==> src/rtl/mux2_arbiter.sv <==
// Round-robin 2:1 arbiter feeding a single registered output slot (valid/ready on all sides).
// Optional build macro MUX2_ARB_LOCK_EN adds in0_last/in1_last and holds the grant until a packet ends.
module mux2_arbiter #(
  parameter int unsigned DW = 8
) (
  input  logic          clk,
  input  logic          rst,
  input  logic [DW-1:0] in0_data,
  input  logic          in0_valid,
  output logic          in0_ready,
  input  logic [DW-1:0] in1_data,
  input  logic          in1_valid,
  output logic          in1_ready,
`ifdef MUX2_ARB_LOCK_EN
  input  logic          in0_last,
  input  logic          in1_last,
`endif
  output logic          sel,
  output logic [DW-1:0] out_data,
  output logic          out_valid,
  input  logic          out_ready,
  output logic          out_src
);

  logic          sel_q;
  logic          last_grant;
  logic          rr_sel;
  logic          slot_free;
  logic          accept;
  logic [DW-1:0] grant_data;

  // Per-beat round-robin choice; with no requester the previous grant is held.
  always_comb begin
    rr_sel = sel_q;
    if (in0_valid && in1_valid) begin
      rr_sel = ~last_grant;
    end else if (in0_valid) begin
      rr_sel = 1'b0;
    end else if (in1_valid) begin
      rr_sel = 1'b1;
    end
  end

`ifdef MUX2_ARB_LOCK_EN
  logic lock_q;
  logic grant_last;

  // While a packet is open the grant stays on the channel that opened it.
  always_comb begin
    sel        = lock_q ? last_grant : rr_sel;
    grant_last = sel ? in1_last : in0_last;
  end

  always_ff @(posedge clk) begin
    if (rst) begin
      lock_q <= 1'b0;
    end else if (accept) begin
      lock_q <= ~grant_last;
    end
  end
`else
  always_comb begin
    sel = rr_sel;
  end
`endif

  // The slot can take a beat when empty or when its content drains on this edge.
  always_comb begin
    slot_free  = ~out_valid | out_ready;
    in0_ready  = ~rst & slot_free & ~sel;
    in1_ready  = ~rst & slot_free & sel;
    accept     = sel ? (in1_valid & in1_ready) : (in0_valid & in0_ready);
    grant_data = sel ? in1_data : in0_data;
  end

  always_ff @(posedge clk) begin
    if (rst) begin
      out_valid  <= 1'b0;
      out_data   <= '0;
      out_src    <= 1'b0;
      sel_q      <= 1'b0;
      last_grant <= 1'b1;
    end else begin
      sel_q <= sel;
      if (accept) begin
        out_valid  <= 1'b1;
        out_data   <= grant_data;
        out_src    <= sel;
        last_grant <= sel;
      end else if (out_ready) begin
        out_valid <= 1'b0;
      end
    end
  end

endmodule
==> config.mk <==
export PLATFORM = sky130hd
export DESIGN_NAME = mux2_arbiter
export DESIGN_NICKNAME = d
export VERILOG_FILES = /design/src/rtl/mux2_arbiter.sv
export SDC_FILE = /design/constraint.sdc
export NUM_CORES = 1
export LEC_CHECK = 0
export ABC_AREA = 1
export CORE_MARGIN = 2
export CORE_UTILIZATION = 40
export CTS_CLUSTER_DIAMETER = 200
export CTS_CLUSTER_SIZE = 8
export DETAILED_ROUTE_END_ITERATION = 6
export PLACE_DENSITY = 0.78
export SETUP_SLACK_MARGIN = 0.3
export SYNTH_ARGS = -nofsm -noshare
export SYNTH_HDL_FRONTEND = slang
export SYNTH_SLANG_ARGS = --single-unit
==> constraint.sdc <==
create_clock -name clk -period 1.4 [get_ports clk]
set_input_delay 0.14 -clock clk [delete_from_list [all_inputs] [get_ports clk]]
set_output_delay 0.14 -clock clk [all_outputs]
set_load 0.05 [all_outputs]
==> metrics.log, run 1 <==
[metrics] outcome: completed
[metrics] most numerous cell on the critical path: nand2_2
[metrics] height of the chip: 46.74 um
[metrics] post-route insts no fill: 187
[metrics] headroom to the max-slew limit: 0.7456
[metrics] Worst-path clk slew: about 0.09 ns
[metrics] detailed-router iteration count before antenna repair: 4
[metrics] RSZ-0062 raised after global routing: yes
[metrics] detail-routed net length per standard cell: 17.34 um
[metrics] # nets final: approximately 180
[metrics] final hold violations: 0
[metrics] sequential element share of the synthesized area: 0.3288
[metrics] internal power: just under 800 uW
[metrics] leak pwr: 0.0007312 uW
[metrics] dominant cell type by area after synthesis: dfxtp_1
[metrics] Max clock buf depth: 2
[metrics] number of I/O port buffers: 33
[metrics] floorplan die area: between 2000 and 2500 um^2
[metrics] sequential group share of total power: 0.301
[metrics] antenna viol nets, final: 0
[metrics] transition time of the tightest slew-check pin: about 0.38 ns
[metrics] terminating pin of the worst hold path: out_src
[metrics] pin count of the biggest net entering global routing: 11
[metrics] placer's final routability congestion estimate: about 0.79
[metrics] top fanout value on the critical path: 3
[metrics] critical register-to-register path endpoint: out_data[1]
[metrics] startpoint types: flop
[metrics] Congestion Overflow GR: 0
[metrics] count of unique library cells instantiated by Yosys: 16
[metrics] clock share of power: 0.220
[metrics] worst hold path class: flop to flop
[metrics] vias in the first global route: around 900
[metrics] share of final-layout standard cells stronger than drive strength 1: 0.5494
[metrics] register-to-register path setup slack: ~0.050 ns
[metrics] CP cell instances: inv_1 > nand2_2 > nand2_2 > nand2_4 > buf_8 > nor2_4 > buf_12
[metrics] critical path's slowest cell: dfxtp_1
[metrics] sum of net half-perimeters after detailed placement: about 1400 um
[metrics] main area contributors after synthesis: dfxtp_1 33%, nand2_1 18%, a21oi_2 11%
[metrics] Fill cells: 86
[metrics] post-route minimum period: between 1 and 1.5 ns
[metrics] instance count of the mapped netlist: between 100 and 150
[metrics] category of the worst setup path capture point: primary output
[metrics] switching power: around 500 uW
[metrics] CTS tree: done
[metrics] # setup viols final: 0
[metrics] CTS root buffer: clkbuf_4
[metrics] starting density of the core: 0.4232
[metrics] count of cells along the worst register-to-register path: 9
[metrics] average via count per standard cell: approximately 5.2
[metrics] count of unresolved DRC violations after routing: 0
[metrics] Skew-Pair Late Insertion Delay: approximately 0.27 ns
[metrics] start point of the worst min-delay path: out_src
[metrics] total CTS buffers: 3
[metrics] number of placed cells counting well taps: roughly 170
[metrics] switching fraction of total power: 0.3880
[metrics] core box area: between 1500 and 2000 um^2
[metrics] number of clock sinks: 12
[metrics] peak ir drop on the vdd network: 670.9 uV
[metrics] warnings from Yosys: 0
[metrics] antenna fix cells: 0
[metrics] Setup Skew: about 0.0065 ns
[metrics] P&R area growth vs syn: 108.4%
[metrics] CP Data Required Time: 1.26 ns
[metrics] count of maximum capacitance violations: 0
[metrics] Hold Buf Count CTS: 0
[metrics] startpoint of the lowest-slack register-to-register path: sel_q
[metrics] total chip power: around 1300 uW
[metrics] initial antenna violation count: 0
[metrics] count of state elements after synthesis: 12
[metrics] synthesized area per cell: around 6.8 um^2
[metrics] fin crit share: 0.9998
[metrics] CTS H-tree depth: 1
[metrics] power density over the cells: 853.1 nW/um^2
[metrics] start-to-end type of the worst setup path: flop to primary output
[metrics] arrival time of data at the critical path endpoint: 1.26 ns
[metrics] count of pins over their slew limit: 0
[metrics] Synth top area share: 0.3288
[metrics] overall routed net length: 3243 um
[metrics] global-route total usage across every layer: 0.2778
[metrics] maximum achievable frequency: slightly above 700 MHz
[metrics] final core utilization: 0.8819
[metrics] Max stage delay on crit path: 0.31 ns
[metrics] die width: about 47 um
[metrics] synthesized netlist net count: about 130
[metrics] total via count in the routed design: between 900 and 1000
[metrics] DR iter-0 viols: 30
[metrics] Cell Area, Synth: 730.7 um^2
[metrics] Core Rows: 15
[metrics] count of pins on the block boundary: 34
[metrics] wire length of the first global-routing pass: about 4200 um
[metrics] Hold Path Depth: 2
[metrics] portion of total power attributed to combinational logic: 0.478
==> metal layers <==
layer	track usage	routed length, um	vias to the layer above
li1	-	-	445
met3	0.06154	287	10
met5	0	0	-
met1	0.3419	1220	450
met4	0.05000	98	0
met2	0.5028	1637	63
==> synth_stat cells <==
cell type / number
a21oi_2: 9
nand3_4: 2
nand2_1: 36
nor2_2: 1
inv_1: 15
nand3_1: 9
clkinv_1: 1
buf_6: 1
nand2_4: 1
dfxtp_1: 12
buf_4: 1
buf_12: 1
o21ai_0: 1
nand2_2: 4
nor2_1: 12
buf_2: 1
==> registers in the layout (all words and copies together) (netlist names) <==
signal and count:
out_data 8, last_grant 1, out_src 1, out_valid 1
sel_q 1
==> critical path: cells and delay by family (launching register included) <==
| family | cells | cell delay (ns) |
|---|---|---|
| AND/OR/NAND/NOR | 4 | 0.35 |
| buffers and inverters | 3 | 0.32 |
| flip-flops | 1 | 0.31 |
==> cell usage in the layout (no fill, tap or decap), drive strengths merged <==
cell type | Yosys | routed
nand2 | 41 | 41
buf | 4 | 32
clkdlybuf4s50 | 0 | 18
inv | 15 | 15
nand3 | 11 | 14
nor2 | 13 | 13
dfxtp | 12 | 12
a21oi | 9 | 9
clkbuf | 0 | 4
dlygate4sd2 | 0 | 2
clkinv | 1 | 1
o21ai | 1 | 1
==> logic make-up (layout without fill, tap and decap cells) <==
group / count (synthesis) / after routing / synth area share
simple gates: 65 / 68 / 0.4144
buf+inv: 20 / 72 / 0.1421
flops: 12 / 12 / 0.3288
compound gates: 10 / 10 / 0.1147
==> what timing repair did <==
| action | CTS | global route |
|---|---|---|
| cloned | 4 | 0 |
| pin swaps | 21 | 14 |
| setup endpoints to repair | 14 | 15 |
| buffers inserted | 12 | 0 |
| gates resized for setup | 32 | 19 |
| hold endpoints to repair | 0 | 0 |
==> worst max path at each step <==
stage	from	to	slack, ns
after floorplan	out_valid	out_data[0]	0.18
after global routing	sel_q	in0_ready	-0.05
after CTS	sel_q	in0_ready	0.04
after detailed placement	in1_valid	out_data[1]	-0.18
after global placement	in1_valid	out_valid	-0.09
final	sel_q	in0_ready	0.0003
==> power by group through the flow <==
stage	clock, uW	sequential, uW	combinational, uW
3_3_place_gp	0	394	440
5_1_grt	300	393	649
4_1_cts	283	389	559
6_report	286	391	622
2_1_floorplan	0	484	193
3_5_place_dp	0	395	448
==> layout make-up <==
cell class | count | area (um^2) | share of cell area
well taps | 25 | 31.28 | 0.02054
repair buffers | 52 | 561.8 | 0.3689
inverters | 16 | 60.06 | 0.03944
flip-flops and latches | 12 | 245.2 | 0.1611
clock buffers | 4 | 36.28 | 0.02383
multi-input cells | 78 | 588.1 | 0.3862
==> through the flow <==
stage,setup TNS (ns),worst slack (ns),cell area (um^2),hold WS [ns]
6_report,0,0.0002645,1523,0.5188
5_1_grt,-0.09598,-0.05075,1523,0.5341
4_1_cts,0,0.03915,1454,0.5193
3_5_place_dp,-1.636,-0.1814,1145,0.4593
3_3_place_gp,-0.9495,-0.09491,1145,0.4523
2_1_floorplan,0,0.1814,768.2,0.2024
No activity file was read; power rests on OpenSTA's default activity.
==> inputs of run 2 (changes only) <==
- HOLD_SLACK_MARGIN: default -> 0.06
==> results of run 2 <==
The final DEF is identical to that of run 1; final timing and power are the same.
==> inputs of run 3 (changes only) <==
- CORE_UTILIZATION: 40 -> 35
- GPL_TIMING_DRIVEN: default -> 0
- PLACE_DENSITY: 0.78 -> 0.7
==> run 3 against run 2 <==
  * Fmax grew 2.3%
  * Final area shrank 7.8%
  * Setup slack gained 0.031 ns
  * Via count shrank 11%
  * Highest routed layer unchanged
  * Clock power shrank 20%
  * Sequential share of layout area grew 1.5 points
  * Register-to-register slack is essentially flat
  * Count of clock-buffer cells in the layout is the same
  * Power shrank 12%
  * Wire length shrank 23%
==> metrics.log, run 3 (synthesis results as in run 1) <==
[metrics] global-route total usage across every layer: 0.2159
[metrics] met3 wire length: roughly 180 um
[metrics] floorplan die area: between 2000 and 2500 um^2
[metrics] area of all placed cells without fillers: around 1400 um^2
[metrics] antenna fix cells: 0
[metrics] start-to-end type of the worst setup path: flop to primary output
[metrics] register with the most flip-flops: out_data
[metrics] DR iter-0 viols: 21
[metrics] worst hold path class: primary input to flop
[metrics] starting density of the core: 0.3724
[metrics] maximum achievable frequency: 730.7 MHz
[metrics] startpoint types: flop
[metrics] height of the chip: 49.69 um
[metrics] fin crit share: 0.9775
[metrics] CP Data Required Time: 1.26 ns
[metrics] post-route minimum period: 1.369 ns
[metrics] Hold Buf Count CTS: 0
[metrics] outcome: completed
[metrics] count of pins on the block boundary: 34
[metrics] start point of the worst min-delay path: rst
[metrics] total via count in the routed design: about 860
[metrics] Skew-Pair Late Insertion Delay: between 0.2 and 0.3 ns
[metrics] overall routed net length: ~2500 um
[metrics] average via count per standard cell: 4.559
[metrics] arrival time of data at the critical path endpoint: approximately 1.2 ns
[metrics] total CTS buffers: 3
[metrics] top fanout value on the critical path: 3
[metrics] placer's final routability congestion estimate: a little over 0.7
[metrics] core box area: between 1500 and 2000 um^2
[metrics] Hold Path Depth: 2
[metrics] most common cell after layout, fill and taps aside: nand2_1
[metrics] count of cells along the worst register-to-register path: 11
[metrics] sum of net half-perimeters after detailed placement: around 1400 um
[metrics] antenna viol nets, final: 0
[metrics] number of clock sinks: 12
[metrics] final hold violations: 0
[metrics] power density over the cells: around 820 nW/um^2
[metrics] Congestion Overflow GR: 0
[metrics] initial antenna violation count: 0
[metrics] CTS root buffer: clkbuf_4
[metrics] transition time of the tightest slew-check pin: between 0.3 and 0.4 ns
[metrics] setup tns final: 0 ns
[metrics] leak pwr: 0.0007073 uW
[metrics] share of final-layout standard cells stronger than drive strength 1: 0.4348
[metrics] Core Rows: 16
[metrics] Max clock buf depth: 2
[metrics] category of the worst setup path capture point: primary output
[metrics] max FFs per register: 8
[metrics] peak ir drop on the vdd network: slightly below 500 uV
[metrics] # nets final: approximately 180
[metrics] CTS tree: done
[metrics] detailed-router iteration count before antenna repair: 4
[metrics] # setup viols final: 0
[metrics] headroom to the max-slew limit: 0.7931
[metrics] area of the multi-input gates: about 470 um^2
[metrics] top routing layer used: met4
[metrics] first element of the critical path: sel_q
[metrics] Fill cells: 150
[metrics] routed wl met2: approximately 1300 um
[metrics] RSZ-0062 raised after global routing: yes
[metrics] Setup Skew: approximately 0.0061 ns
[metrics] detail-routed net length per standard cell: between 10 and 15 um
[metrics] pin count of the biggest net entering global routing: 11
[metrics] Post-Route M1 WL: about 970 um
[metrics] commonest cells after routing, fill and taps aside: 33 x nand2_1, 17 x clkdlybuf4s50_1, 11 x inv_1, 11 x buf_6
[metrics] cell area after placement: around 1100 um^2
[metrics] number of I/O port buffers: 33
[metrics] startpoint of the lowest-slack register-to-register path: sel_q
[metrics] Reg area: 246.5 um^2
[metrics] P&R area growth vs syn: 92.12%
[metrics] count of pins over their slew limit: 0
[metrics] wire length of the first global-routing pass: 3946 um
[metrics] count of unresolved DRC violations after routing: 0
[metrics] Worst-path clk slew: ~0.08 ns
[metrics] count of maximum capacitance violations: 0
[metrics] die width: 49.69 um
[metrics] vias in the first global route: between 800 and 900
[metrics] CTS H-tree depth: 1
run 3: cell types whose count changed in the layout (fill, tap and decap cells not counted), sizes merged:
| cell | delta |
|---|---|
| buf | +1 |
| dlygate4sd2 | +1 |
| clkdlybuf4s50 | -1 |
| clkbuf | +1 |
| nand3 | -3 |
run 3: layout make-up:
cell class,count,area share
timing repair buffer,50,0.3538
multi-input combinational,75,0.3360
sequential,12,0.1756
buffer,4,0.04724
inverter,16,0.04456
tap,27,0.02406
clock buffer,4,0.01872
run 3: worst paths after layout:
check	end	slack [ns]
max	in0_ready	0.03
min	out_src	0.30
max reg2reg	out_data[4]	0.04
min reg2reg	out_src	0.49
run 3: metrics by stage:
stage	total power [uW]	utilization	instances	hold slack, ns	setup WS, ns
final	1148	0.7156	188	0.2956	0.03145
after global routing	1207	0.7156	188	0.2979	-0.05648
after CTS	1121	0.6805	187	0.2806	0.02854
after detailed placement	828.9	0.5772	167	0.4646	-0.8829
after global placement	821.8	0.5772	167	0.4533	-0.8275
after floorplan	676.9	-	107	0.2024	0.1814
run 3: layer usage:
metal / track usage / vias to the layer above
met3: 0.05152 / 4
met2: 0.3756 / 42
met4: 0.1296 / 0
li1: - / 436
met1: 0.2350 / 375
met5: 0 / -
run 3: repair_timing:
action,in CTS,in global routing
pin swaps,10,16
cloned,2,0
buffers inserted,14,1
endpoints found under the setup margin,25,15
gates resized for setup,94,15
hold endpoints to repair,0,0
run 3: report_power, final:
part / leakage, uW / internal [uW] / switching [uW]
Combinational: 0.000593 / 229 / 303
Sequential: 0.0000995 / 371 / 16.4
Clock: 0.0000150 / 110 / 117
run 3: worst max-delay path, stage by stage (launching register included):
cell and delay [ns]:
dfxtp_2 0.33, inv_2 0.06, nand2_4 0.06, nand2_4 0.07, nand2_4 0.06, buf_8 0.12
nor2_4 0.08, buf_6 0.16
